[config.mk]
export PLATFORM = sky130hd
export DESIGN_NAME = div_ctrl
export DESIGN_NICKNAME = d
export VERILOG_FILES = /design/src/rtl/div_pkg.sv /design/src/rtl/div_step.sv /design/src/rtl/div_ctrl.sv
export SDC_FILE = /design/constraint.sdc
export NUM_CORES = 1
export LEC_CHECK = 0
export CAP_MARGIN = 20
export CORE_MARGIN = 4
export CORE_UTILIZATION = 39
export CTS_CLUSTER_DIAMETER = 60
export CTS_CLUSTER_SIZE = 10
export DETAILED_ROUTE_END_ITERATION = 8
export PLACE_DENSITY = 0.67
export SLEW_MARGIN = 5
export SYNTH_ARGS = -nofsm -noshare
export SYNTH_HDL_FRONTEND = slang
export SYNTH_HIERARCHICAL = 1
export SYNTH_SLANG_ARGS = --single-unit
[constraint.sdc]
create_clock -name clk -period 4.65 [get_ports clk]
set_clock_uncertainty 0.05 [all_clocks]
set_input_delay 0.93 -clock clk [delete_from_list [all_inputs] [get_ports clk]]
set_output_delay 0.93 -clock clk [all_outputs]
set_load 0.02 [all_outputs]
[src/rtl/div_pkg.sv]
// Shared types and helpers for the iterative divider (div_ctrl / div_step).
package div_pkg;

    localparam int DIV_DATA_W = 32;
    localparam int DIV_STEPS  = DIV_DATA_W;

    typedef enum logic [1:0] {
        IDLE,
        BY_ZERO,
        ON,
        END
    } div_state_t;

    // HI/LO write-path packing: remainder lands in HI, quotient in LO.
    function automatic logic [2*DIV_DATA_W-1:0] pack_result(
        input logic [DIV_DATA_W-1:0] rem,
        input logic [DIV_DATA_W-1:0] quo
    );
        return {rem, quo};
    endfunction

endpackage

[src/rtl/div_step.sv]
// One radix-2 restoring iteration: shift {rem,quo} left, trial-subtract the
// divisor, keep the difference and set the quotient bit when it fits.
module div_step #(
    parameter int DATA_W = 32
) (
    input  logic [2*DATA_W-1:0] rq,
    input  logic [DATA_W-1:0]   divisor,
    output logic [2*DATA_W-1:0] rq_next
);

    // The shifted partial remainder needs DATA_W+1 bits; the subtraction
    // result always fits DATA_W bits whenever partial >= divisor.
    logic [DATA_W:0]   partial;
    logic [DATA_W-1:0] rem_sub;

    // Trial subtraction and restore decision.
    always_comb begin
        partial = rq[2*DATA_W-1:DATA_W-1];
        rem_sub = partial[DATA_W-1:0] - divisor;
        if (partial >= {1'b0, divisor})
            rq_next = {rem_sub, rq[DATA_W-2:0], 1'b1};
        else
            rq_next = {partial[DATA_W-1:0], rq[DATA_W-2:0], 1'b0};
    end

endmodule

[src/rtl/div_ctrl.sv]
// DIV/DIVU sequencer: start/ready handshake with EX, stall request while
// busy, result {HI=remainder, LO=quotient}. Optional macro
// DIV_CTRL_FASTPATH_EN finishes in one cycle when |dividend| < |divisor|.
module div_ctrl
    import div_pkg::*;
#(
    parameter int DATA_W = DIV_DATA_W,
    parameter int CNT_W  = 6
) (
    input  logic                clk,
    input  logic                rst,
    input  logic                start_i,
    input  logic                annul_i,
    input  logic                signed_div_i,
    input  logic [DATA_W-1:0]   opdata1_i,
    input  logic [DATA_W-1:0]   opdata2_i,
    output logic [2*DATA_W-1:0] result_o,
    output logic                ready_o,
    output logic                stall_req_o
);

    div_state_t          state, state_next;
    logic [CNT_W-1:0]    cnt;
    logic [2*DATA_W-1:0] rq, rq_next;
    logic [DATA_W-1:0]   dvs;
    logic                sgn, s1, s2;

    logic [DATA_W-1:0]   a_abs, b_abs, quo_fix, rem_fix;
    logic                accept, last_step;

    assign accept    = start_i & ~annul_i;
    assign last_step = (cnt == CNT_W'(DIV_STEPS - 1));
    assign a_abs     = (signed_div_i & opdata1_i[DATA_W-1]) ? -opdata1_i : opdata1_i;
    assign b_abs     = (signed_div_i & opdata2_i[DATA_W-1]) ? -opdata2_i : opdata2_i;

    // Sign fix-up applied to the value produced by the final iteration;
    // the remainder takes the dividend's sign, the quotient the xor of signs.
    assign quo_fix = (sgn & (s1 ^ s2)) ? -rq_next[DATA_W-1:0] : rq_next[DATA_W-1:0];
    assign rem_fix = (sgn & s1) ? -rq_next[2*DATA_W-1:DATA_W] : rq_next[2*DATA_W-1:DATA_W];

    div_step #(.DATA_W(DATA_W)) u_step (
        .rq      (rq),
        .divisor (dvs),
        .rq_next (rq_next)
    );

    // State register.
    always_ff @(posedge clk) begin
        if (rst) state <= IDLE;
        else     state <= state_next;
    end

    // Next-state decode and combinational stall request.
    always_comb begin
        state_next  = state;
        stall_req_o = 1'b0;
        case (state)
            IDLE: begin
                stall_req_o = accept;
                if (accept) begin
                    if (opdata2_i == '0)
                        state_next = BY_ZERO;
`ifdef DIV_CTRL_FASTPATH_EN
                    else if (a_abs < b_abs)
                        state_next = END;
`endif
                    else
                        state_next = ON;
                end
            end
            BY_ZERO: begin
                stall_req_o = 1'b1;
                state_next  = annul_i ? IDLE : END;
            end
            ON: begin
                stall_req_o = 1'b1;
                if (annul_i)        state_next = IDLE;
                else if (last_step) state_next = END;
            end
            END: begin
                if (!start_i) state_next = IDLE;
            end
            default: state_next = IDLE;
        endcase
    end

    // Datapath: operand latch, iteration, result register and ready flag.
    always_ff @(posedge clk) begin
        if (rst) begin
            cnt      <= '0;
            rq       <= '0;
            dvs      <= '0;
            sgn      <= 1'b0;
            s1       <= 1'b0;
            s2       <= 1'b0;
            result_o <= '0;
            ready_o  <= 1'b0;
        end else begin
            case (state)
                IDLE: begin
                    if (state_next == ON) begin
                        rq  <= {{DATA_W{1'b0}}, a_abs};
                        dvs <= b_abs;
                        sgn <= signed_div_i;
                        s1  <= opdata1_i[DATA_W-1];
                        s2  <= opdata2_i[DATA_W-1];
                        cnt <= '0;
                    end else if (state_next == END) begin
                        // fast path: quotient 0, remainder is the raw dividend
                        result_o <= pack_result(opdata1_i, '0);
                        ready_o  <= 1'b1;
                    end
                end
                BY_ZERO: begin
                    if (state_next == END) begin
                        result_o <= '0;
                        ready_o  <= 1'b1;
                    end
                end
                ON: begin
                    if (!annul_i) begin
                        rq  <= rq_next;
                        cnt <= cnt + CNT_W'(1);
                        if (state_next == END) begin
                            result_o <= pack_result(rem_fix, quo_fix);
                            ready_o  <= 1'b1;
                        end
                    end
                end
                END: begin
                    if (state_next == IDLE) begin
                        result_o <= '0;
                        ready_o  <= 1'b0;
                    end
                end
                default: ;
            endcase
        end
    end

endmodule

# After elaboration in Yosys (flattened, before gate mapping)
# Index checks and enable logic that the tools add are counted.
# totals
reg_bits,172
inputBits,69
output_inout_bits,66
word_cells,76
# op_classes
addsub,6
magnitude_cmp,1
n_eq_ne,13
n_mux,31
bitwise,7
n_reduce_logical,9
# ops
cell,n
two-way mux 64 bit,9
one-hot mux 64 bit (4 select lines),1
two-way mux 32 bit,4
negator 32 bit,4
one-hot mux 64 bit (2 select lines),1
>= comparator 33 x 32 -> 1 bit,1
zero test 32 bit,1
subtractor 32 bit,1
"inequality test 2 bit, second input constant",7
two-way mux 2 bit,6
two-way mux 6 bit,2
one-hot mux 6 bit (2 select lines),1
"== test 2 bit, second input constant",4
one-hot mux 2 bit (4 select lines),1
"adder 6 x 1 -> 6 bit, second input constant",1
"== test 6 x 5 -> 1 bit, second input constant",1
AND reduction 3 bit,2
AND reduction 6 bit,1
bitwise AND 1 bit,5
zero test 2 bit,2
two-way mux 1 bit,4
one-hot mux 1 bit (4 select lines),1
"== test 2 x 1 -> 1 bit, second input constant",1
one-hot mux 1 bit (2 select lines),1
other kinds (5),5

# Depth between registers and ports, before layout
# Gate-level depths: netlist (run 1).
# depth
word_depth,8
ltp_mapped,21
depth_no_buf,18

# Hierarchy
# Netlist (run 1), hierarchy kept.
# by_module_without_submodules
mod,instances,cells_per_inst,area_each_um2,seq_area_each_um2
div_ctrl,1,1190,9644.2,3443.3
div_step,1,354,2563.7,0.0

# Least setup slack after synthesis (run 1)
# No wires, ideal clock.
# synth_timing
path_type,flip-flop to flip-flop
from,register dvs[10]
to,register result_o[61]
setup_time_ns,0.091
t_arrival_ns,4.559
required_ns,4.509
path_slack_ns,-0.050
stages_incl_launch_ff,21
n_path_buf,3
period_less_slack_ns,4.700
path_cell_list,dfxtp_1 -> inv_1 -> ha_1 -> clkbuf_1 -> nand4_1 -> nor3_1 -> o211ai_1 -> nor4b_4 -> o21ai_2 -> a31oi_4 -> o21a_4 -> inv_2 -> buf_2 -> mux2_2 -> or4_1 -> nor4_2 -> and4b_1 -> buf_2 -> a31oi_1 -> mux2i_1 -> a311oi_1
# synth_between
elab_chain_cells,7
elab_cells_between_ends,8
cone_classes,2 x add/sub; 1 x order compare; 5 x mux
# synth_lines
item,line_no,text
from (decl),div_ctrl.sv:25,logic [DATA_W-1:0] dvs;
from (signal assigned),div_ctrl.sv:103,dvs <= b_abs;
subtractor 32 bit / >= comparator 33 x 32 -> 1 bit (equally long branches),"div_step.sv:19, div_step.sv:20",
two-way mux 64 bit (*),div_step.sv:20,"if (partial >= {1'b0, divisor})"
via rq_next[45],div_ctrl.sv:24,"logic [2*DATA_W-1:0] rq, rq_next;"
negator 32 bit (*),div_ctrl.sv:39,assign rem_fix = (sgn & s1) ? -rq_next[2*DATA_W-1:DATA_W] : rq_next[2*DATA_W-1:DATA_W];
two-way mux 32 bit (*),div_ctrl.sv:39,
two-way mux 64 bit (*),div_ctrl.sv:124,if (state_next == END) begin
two-way mux 64 bit (*),div_ctrl.sv:121,if (!annul_i) begin
one-hot mux 64 bit (4 select lines) (*),div_ctrl.sv:99,case (state)
to (signal assigned),div_ctrl.sv:110,"result_o <= pack_result(opdata1_i, '0);"
to (signal assigned),div_ctrl.sv:125,"result_o <= pack_result(rem_fix, quo_fix);"
to (decl),div_ctrl.sv:17,"output logic [2*DATA_W-1:0] result_o,"
# Mark *: on every way through the listed nets, which the timed path passes. The rest lies on a longest branch. The select of a mux whose other input is x is not followed.
# A chain may end at the register's enable or synchronous reset.

# Worst setup path after layout (run 1)
# layout_timing
from,register rq[42]
to,register result_o[58]
# layout_between
elab_chain_cells,7
elab_cells_between_ends,8
cone_classes,2 x add/sub; 1 x order compare; 5 x mux
# layout_lines
item,line_no,text
from (decl),div_ctrl.sv:24,
from (signal assigned),div_ctrl.sv:102,"rq <= {{DATA_W{1'b0}}, a_abs};"
from (signal assigned),div_ctrl.sv:122,rq <= rq_next;
subtractor 32 bit / >= comparator 33 x 32 -> 1 bit (equally long branches),"div_step.sv:19, div_step.sv:20",
two-way mux 64 bit (*),div_step.sv:20,
via rq_next[53],div_ctrl.sv:24,
negator 32 bit (*),div_ctrl.sv:39,
two-way mux 32 bit (*),div_ctrl.sv:39,
two-way mux 64 bit (*),div_ctrl.sv:124,
two-way mux 64 bit (*),div_ctrl.sv:121,
one-hot mux 64 bit (4 select lines) (*),div_ctrl.sv:99,
# Marks and branches as above.

==> results of run 1 <==
[critical path: cells and delay by family, from the launching register on]
family,cells,cell delay (ns)
adders and majority gates,1,0.26
buffers and inverters,2,0.28
muxes,1,0.27
and+or+nand+nor,7,2.05
xor gates and xnor gates,1,0.09
DFF,1,0.45
AOI/OAI and AO/OA,4,0.95
[power by group through the flow]
stage               Clock (mW)  Sequential, mW  Combinational [mW]
global route              1.54            2.20                5.98
finish                    1.45            2.17                5.47
CTS                       1.47            2.16                5.25
global placement             0            2.18                5.17
floorplan                    0            2.12                3.70
detailed placement           0            2.19                5.21
[layout make-up]
cell class                      count  area (µm²)
Clock inverter                     12       138.9
Fill cell                        3018       15980
Clock buffer                       19       452.9
Multi-Input combinational cell   1179        8060
Tap cell                          396       495.5
Sequential cell                   172        3448
Inverter                           64       245.2
Timing Repair Buffer              210        1926
[kinds of logic (layout without fill, tap and decap cells)]
family,count (synthesis),count (layout),share of synthesized area (%)
AO/OA/AOI/OAI,440,440,24.59
buffers and inverters,193,305,7.359
adder cells (fa/ha/maj),42,42,4.366
AND/OR/NAND/NOR,517,517,21.48
XOR/XNOR,130,130,9.327
flip-flops,172,172,28.21
multiplexers,50,50,4.674
[metrics by stage]
| step | setup WS (ns) | area [µm²] | utilization (%) | hold WS, ns | TNS, ns |
|---|---|---|---|---|---|
| after floorplan | 0.09115 | 12220 | - | 0.3819 | 0 |
| after global placement | 0.08732 | 13980 | 45.45 | 0.3928 | 0 |
| after CTS | 0.004632 | 14580 | 47.40 | 0.4057 | 0 |
| after global routing | -0.02037 | 14770 | 48.02 | 0.4215 | -0.03707 |
| final | 0.1532 | 14770 | 48.02 | 0.4062 | 0 |
| after detailed placement | 0.01437 | 13980 | 45.45 | 0.3938 | 0 |
[path summary, 6_finish.rpt]
kind	startpoint	end	slack, ns
max reg2reg	rq[42]	result_o[58]	0.15
min reg2reg	result_o[15]	result_o[15]	0.41
max	rq[42]	result_o[58]	0.15
min	result_o[15]	result_o[15]	0.41
[repair_timing]
action | CTS | global route
gates resized for setup | 2 | 31
pin swaps | 3 | 15
endpoints found under the setup margin | 3 | 24
setup buffers | 0 | 3
[state kept, by name, indices dropped and copies added, names as in the netlist]
| signal | flops |
|---|---|
| s2 | 1 |
| s1 | 1 |
| ready_o | 1 |
| sgn | 1 |
| cnt | 6 |
| rq | 64 |
| dvs | 32 |
| state | 2 |
| result_o | 64 |
[layer usage]
metal  share of wire, %  global-route usage [%]  up-vias
li1                   -                       -     5827
met4                3.8                   8.925        0
met5                  0                       0        -
met2                 47                   36.37      401
met1                 44                   27.91     5557
met3                4.8                   2.730       78
[cell usage in the layout, fill, tap and decap left out, drive strengths merged, types with 16 or more instances in the layout]
cell type,instances
dfxtp,172
nand2,136
clkdlybuf4s50,133
nor2,131
a21oi,120
buf,77
xor2,76
inv,67
nor3,60
o21ai,58
xnor2,54
nand3,50
ha,41
a22o,35
o31ai,35
a31oi,34
mux2,29
a211oi,28
o211ai,25
a221oi,25
or4,23
mux2i,21
clkbuf,19
nand2b,17
or3,17
nor4,16
==> results.toml, run 1 <==
[power]
p_leak_nw = 5.682
power_switching_mw = 4.321
ir_worst_vdd_mv = 0.3788
p_int_mw = 4.771
clkPwrFrac_pct = 16.0
power_frac_comb_pct = 60.2
p_seq_share_pct = 23.8
powerDensity_nw_per_um2 = 615.7
p_sw_share_pct = 47.52
power.total_mw = 9.092

[place]
dp_cells = 2018
dp.final_hpwl_um = 29460
io_buffers = 134
gp_congestion = 0.9496

[layout]
areaGrowthSynthToFinish_pct = 20.96
fin_nets = 1755
drive_above_1_share_pct = 12.14
antenna_cells = 0
final_cell_count_no_fill = 2052

[synthesis]
synth.area.top_cells = "dfxtp_1, xor2_1, a21oi_1"
yosysMostFrequentCell = "dfxtp_1"
synth.avg_cell_area_um2 = 7.907
netlist_area_um2 = 12210
synth_nets = 1655
synth-edff-count = 0
synth-seq-area-share_pct = 28.21
synthCells = 1544
synth.distinct_cells = 81
yosysTopAreaCell = "dfxtp_1"
synth_top_area_share_pct = 28.21
synth_common_cells = "dfxtp_1, nand2_1, nor2_1"
synth-seq-cells = 172
yosysWarningCount = 6
async_flop_share_pct = 0
synthFlopType = "dfxtp_1"

[global_routing]
overflow = 0
antenna_found_initial = 0
track_usage_pct = 21.56
grt_pass1_wl_um = 59820
grt_max_degree = 62
grt_pass1_vias = 11310

[worst_setup_path]
worstPathArrival_ns = 4.77
crit_top_cell = "buf_4"
worstPathCellList = "ha_4 -> nand4_1 -> nor3_1 -> buf_4 -> a31o_2 -> nor4b_4 -> and2b_1 -> a211oi_2 -> xnor2_1 -> mux2_4 -> or4_4 -> nor4_4 -> and4b_2 -> buf_4 -> a41oi_1 -> a311oi_1"
cpMaxStageDelayCell = "or4_4"
critPathRequiredTime_ns = 4.93
cp_slowest_stage_delay_ns = 0.56
end_kind = "flop"
crit_fanout = 6
path_class = "flop to flop"
worst_setup_path_start_kind = "flop"
ff2ff_path_depth = 16

[routing]
wirelength_um = 38020
drc = 0
viasPerCell = 5.781
num_vias = 11860
drt_iter0_markers = 986
ant_nets = 0
drt-pass1-iter-count = 5
routedWlPerCell_um = 18.53

[floorplanning]
fp-row-count = 64
ioPinCount = 135
core-area_um2 = 30750
dieArea_um2 = 34200
start_util_pct = 39.70
die_y_um = 184.9
fp.dieW_um = 184.9

[min_path]
hp-class = "flop to flop"
whs_path_depth = 2

[clocking]
worst_skew_pair.late_latency_ns = 0.43
cts_tree = "yes"
root_buffer = "clkbuf_16"
clock_sinks = 172
cts_htree_levels = 4
numCtsBuffers = 17
clockBufferDepth = 2
ctsHoldBuffers = 0
clk_pin_slew_ns = 0.07

[sta]
period_share_pct = 96.71
finalWorstPathRequiredPeriod_ns = 4.497
setup_viol = 0
finalHoldViolCount = 0
relSlewSlack_pct = 38.66
tightest_slew_ns = 0.9201
fmax_mhz = 222.4
final_max_slew_viol_count = 0

[run]
max_cap_viol_count = 0

[status]
outcome = "finished, final reports clean"
Note: power is estimated with default switching activity, not from simulation.
==> run 2, diff against run 1 <==
--- a/config.mk
+++ b/config.mk
@@ -6,14 +6,18 @@
 export NUM_CORES = 1
 export LEC_CHECK = 0
 export CAP_MARGIN = 20
+export CELL_PAD_IN_SITES_DETAIL_PLACEMENT = 1
+export CELL_PAD_IN_SITES_GLOBAL_PLACEMENT = 1
 export CORE_MARGIN = 4
 export CORE_UTILIZATION = 39
 export CTS_CLUSTER_DIAMETER = 60
 export CTS_CLUSTER_SIZE = 10
 export DETAILED_ROUTE_END_ITERATION = 8
-export PLACE_DENSITY = 0.67
+export PLACE_DENSITY = 0.84
+export SKIP_LAST_GASP = 1
 export SLEW_MARGIN = 5
 export SYNTH_ARGS = -nofsm -noshare
 export SYNTH_HDL_FRONTEND = slang
 export SYNTH_HIERARCHICAL = 1
 export SYNTH_SLANG_ARGS = --single-unit
+export TNS_END_PERCENT = 100
==> run 2 against run 1 <==
First-iteration DRC count shrank 11%; die area is the same; core utilization shrank 0.16 points; flip-flop and latch count is the same; critical path depth shrank 1; setup slack gained 0.087 ns; clock-buffer cell count is the same; largest power group unchanged; highest routed layer unchanged.
==> results.toml, run 2 (synthesized netlist as in run 1, its figures left out) <==
[status]
outcome = "finished, final reports clean"

[power]
p_leak_nw = 5.681
p_seq_share_pct = 23.2
clkPwrFrac_pct = 16.5
p_int_mw = 4.846
power_switching_mw = 4.570
power_frac_comb_pct = 60.3
ir_worst_vdd_mv = 0.3789
p_sw_share_pct = 48.53
powerDensity_nw_per_um2 = 639.8
power.total_mw = 9.416

[global_routing]
grt_max_degree = 64
grt_pass1_wl_um = 68010
antenna_found_initial = 1
grt_pass1_vias = 12430
track_usage_pct = 24.68
overflow = 0

[routing]
ant_nets = 0
drc = 0
routedWlPerCell_um = 21.21
wirelength_um = 43440
drt-pass1-iter-count = 5
viasPerCell = 5.988
drt_iter0_markers = 877
num_vias = 12260

[layout]
multi_input_area_um2 = 8031
n_fill_cell = 3653
final_area_um2 = 14720
final_cell_mix = "dfxtp_1, nand2_1, clkdlybuf4s50_1"
final_common_cell = "dfxtp_1"
seq_area_um2 = 3446
drive_above_1_share_pct = 11.57
largest_registers = "result_o x64, rq x64, dvs x32"
fin_nets = 1749
areaGrowthSynthToFinish_pct = 20.56
final_util_pct = 47.86

[worst_setup_path]
worst_setup_path_start_kind = "flop"
path_class = "flop to flop"
reg2reg_from = "rq[61]"
worstPathArrival_ns = 4.71
ff2ff_path_depth = 15
r2r_slack_ns = 0.24
critPathRequiredTime_ns = 4.95
end_kind = "flop"
crit_fanout = 8
worstSetupStartpoint = "rq[61]"
regToRegEndpoint = "result_o[61]"

[place]
post_dp_cell_area_um2 = 13930
io_buffers = 134
dp.final_hpwl_um = 33070
gp_congestion = 0.9286

[floorplanning]
ioPinCount = 135
core-area_um2 = 30750
die_y_um = 184.9
fp-row-count = 64
dieArea_um2 = 34200
fp.dieW_um = 184.9
start_util_pct = 39.70

[clocking]
clk_pin_slew_ns = 0.07
clock_sinks = 172
clockBufferDepth = 2
root_buffer = "clkbuf_16"
worst_skew_pair.late_latency_ns = 0.44
cts_tree = "yes"
cts_htree_levels = 4
numCtsBuffers = 17

[sta]
setup_viol = 0
tightest_slew_ns = 0.8882
relSlewSlack_pct = 40.64
finalWorstPathRequiredPeriod_ns = 4.409
final_max_slew_viol_count = 0
period_share_pct = 94.83
fmax_mhz = 226.8
rsz0062_at_grt = "true"
finalHoldViolCount = 0

[min_path]
hp-class = "flop to flop"
whs_path_depth = 2
whs_endpoint = "dvs[25]"
min-delay-start = "dvs[25]"

[run]
max_cap_viol_count = 0
-- run 2: repair_timing --
item,4_1_cts,5_1_grt
pin swaps,4,7
setup buffers,2,0
resized for setup,11,15
setup endpoints to repair,7,24
hold buffers,0,0
-- run 2: area by class of cell --
class	count	share of cell area [%]
multi-input combinational	1179	54.57
sequential	172	23.41
timing repair buffer	204	12.72
tap	396	3.366
clock buffer	19	3.077
inverter	64	1.649
clock inverter	13	1.190
antenna	1	0.01700
-- run 2: per-layer routing --
layer / GRT usage [%] / share of wire (%) / vias to the layer above
met5: 0 / 0 / -
met4: 9.072 / 3.0 / 0
met3: 3.162 / 4.0 / 74
met2: 44.49 / 51 / 327
met1: 30.02 / 42 / 6065
li1: - / - / 5798
-- run 2: worst max-delay path by stage --
stage	slack [ns]	endpoint
floorplan	0.09	result_o[61]
global placement	0.07	result_o[54]
detailed placement	-0.11	result_o[61]
CTS	0.01	result_o[61]
global route	-0.007	result_o[61]
finish	0.24	result_o[61]
-- run 2: power groups by stage --
stage | logic [mW] | registers, mW | clock network (mW)
final | 5.68 | 2.18 | 1.56
after global routing | 6.17 | 2.22 | 1.64
after CTS | 5.58 | 2.18 | 1.57
after detailed placement | 5.40 | 2.20 | 0
after global placement | 5.25 | 2.19 | 0
after floorplan | 3.70 | 2.12 | 0
-- run 2: worst max-delay path: stages (launching register included) --
cell and delay (ns):
dfxtp_1 0.36, ha_1 0.41, a21o_1 0.23, a211o_1 0.30
a31oi_1 0.17, a21boi_0 0.42, o21a_4 0.22, inv_4 0.06
buf_6 0.14, mux2_4 0.32, or4_4 0.57, nor4_4 0.17
and4b_2 0.34, a31oi_1 0.12, mux2i_1 0.17, a311oi_1 0.28
-- run 2: through the flow --
stage          setup TNS (ns)  hold slack (ns)  setup slack, ns  instances
3_3_place_gp                0           0.3908          0.06658       2013
2_1_floorplan               0           0.3819          0.09115       1544
3_5_place_dp          -0.3114           0.3973          -0.1069       2013
4_1_cts                     0           0.4054          0.01082       2047
6_report                    0           0.4023           0.2406       2048
5_1_grt             -0.006678           0.4414        -0.006678       2048
==> run 3, diff against run 2 <==
--- a/config.mk
+++ b/config.mk
@@ -10,9 +10,9 @@
 export CELL_PAD_IN_SITES_GLOBAL_PLACEMENT = 1
 export CORE_MARGIN = 4
 export CORE_UTILIZATION = 39
-export CTS_CLUSTER_DIAMETER = 60
 export CTS_CLUSTER_SIZE = 10
 export DETAILED_ROUTE_END_ITERATION = 8
+export HOLD_SLACK_MARGIN = 0.06
 export PLACE_DENSITY = 0.84
 export SKIP_LAST_GASP = 1
 export SLEW_MARGIN = 5
==> results of run 3 <==
Same layout as run 2: the final DEF is identical, and so are final timing and power.
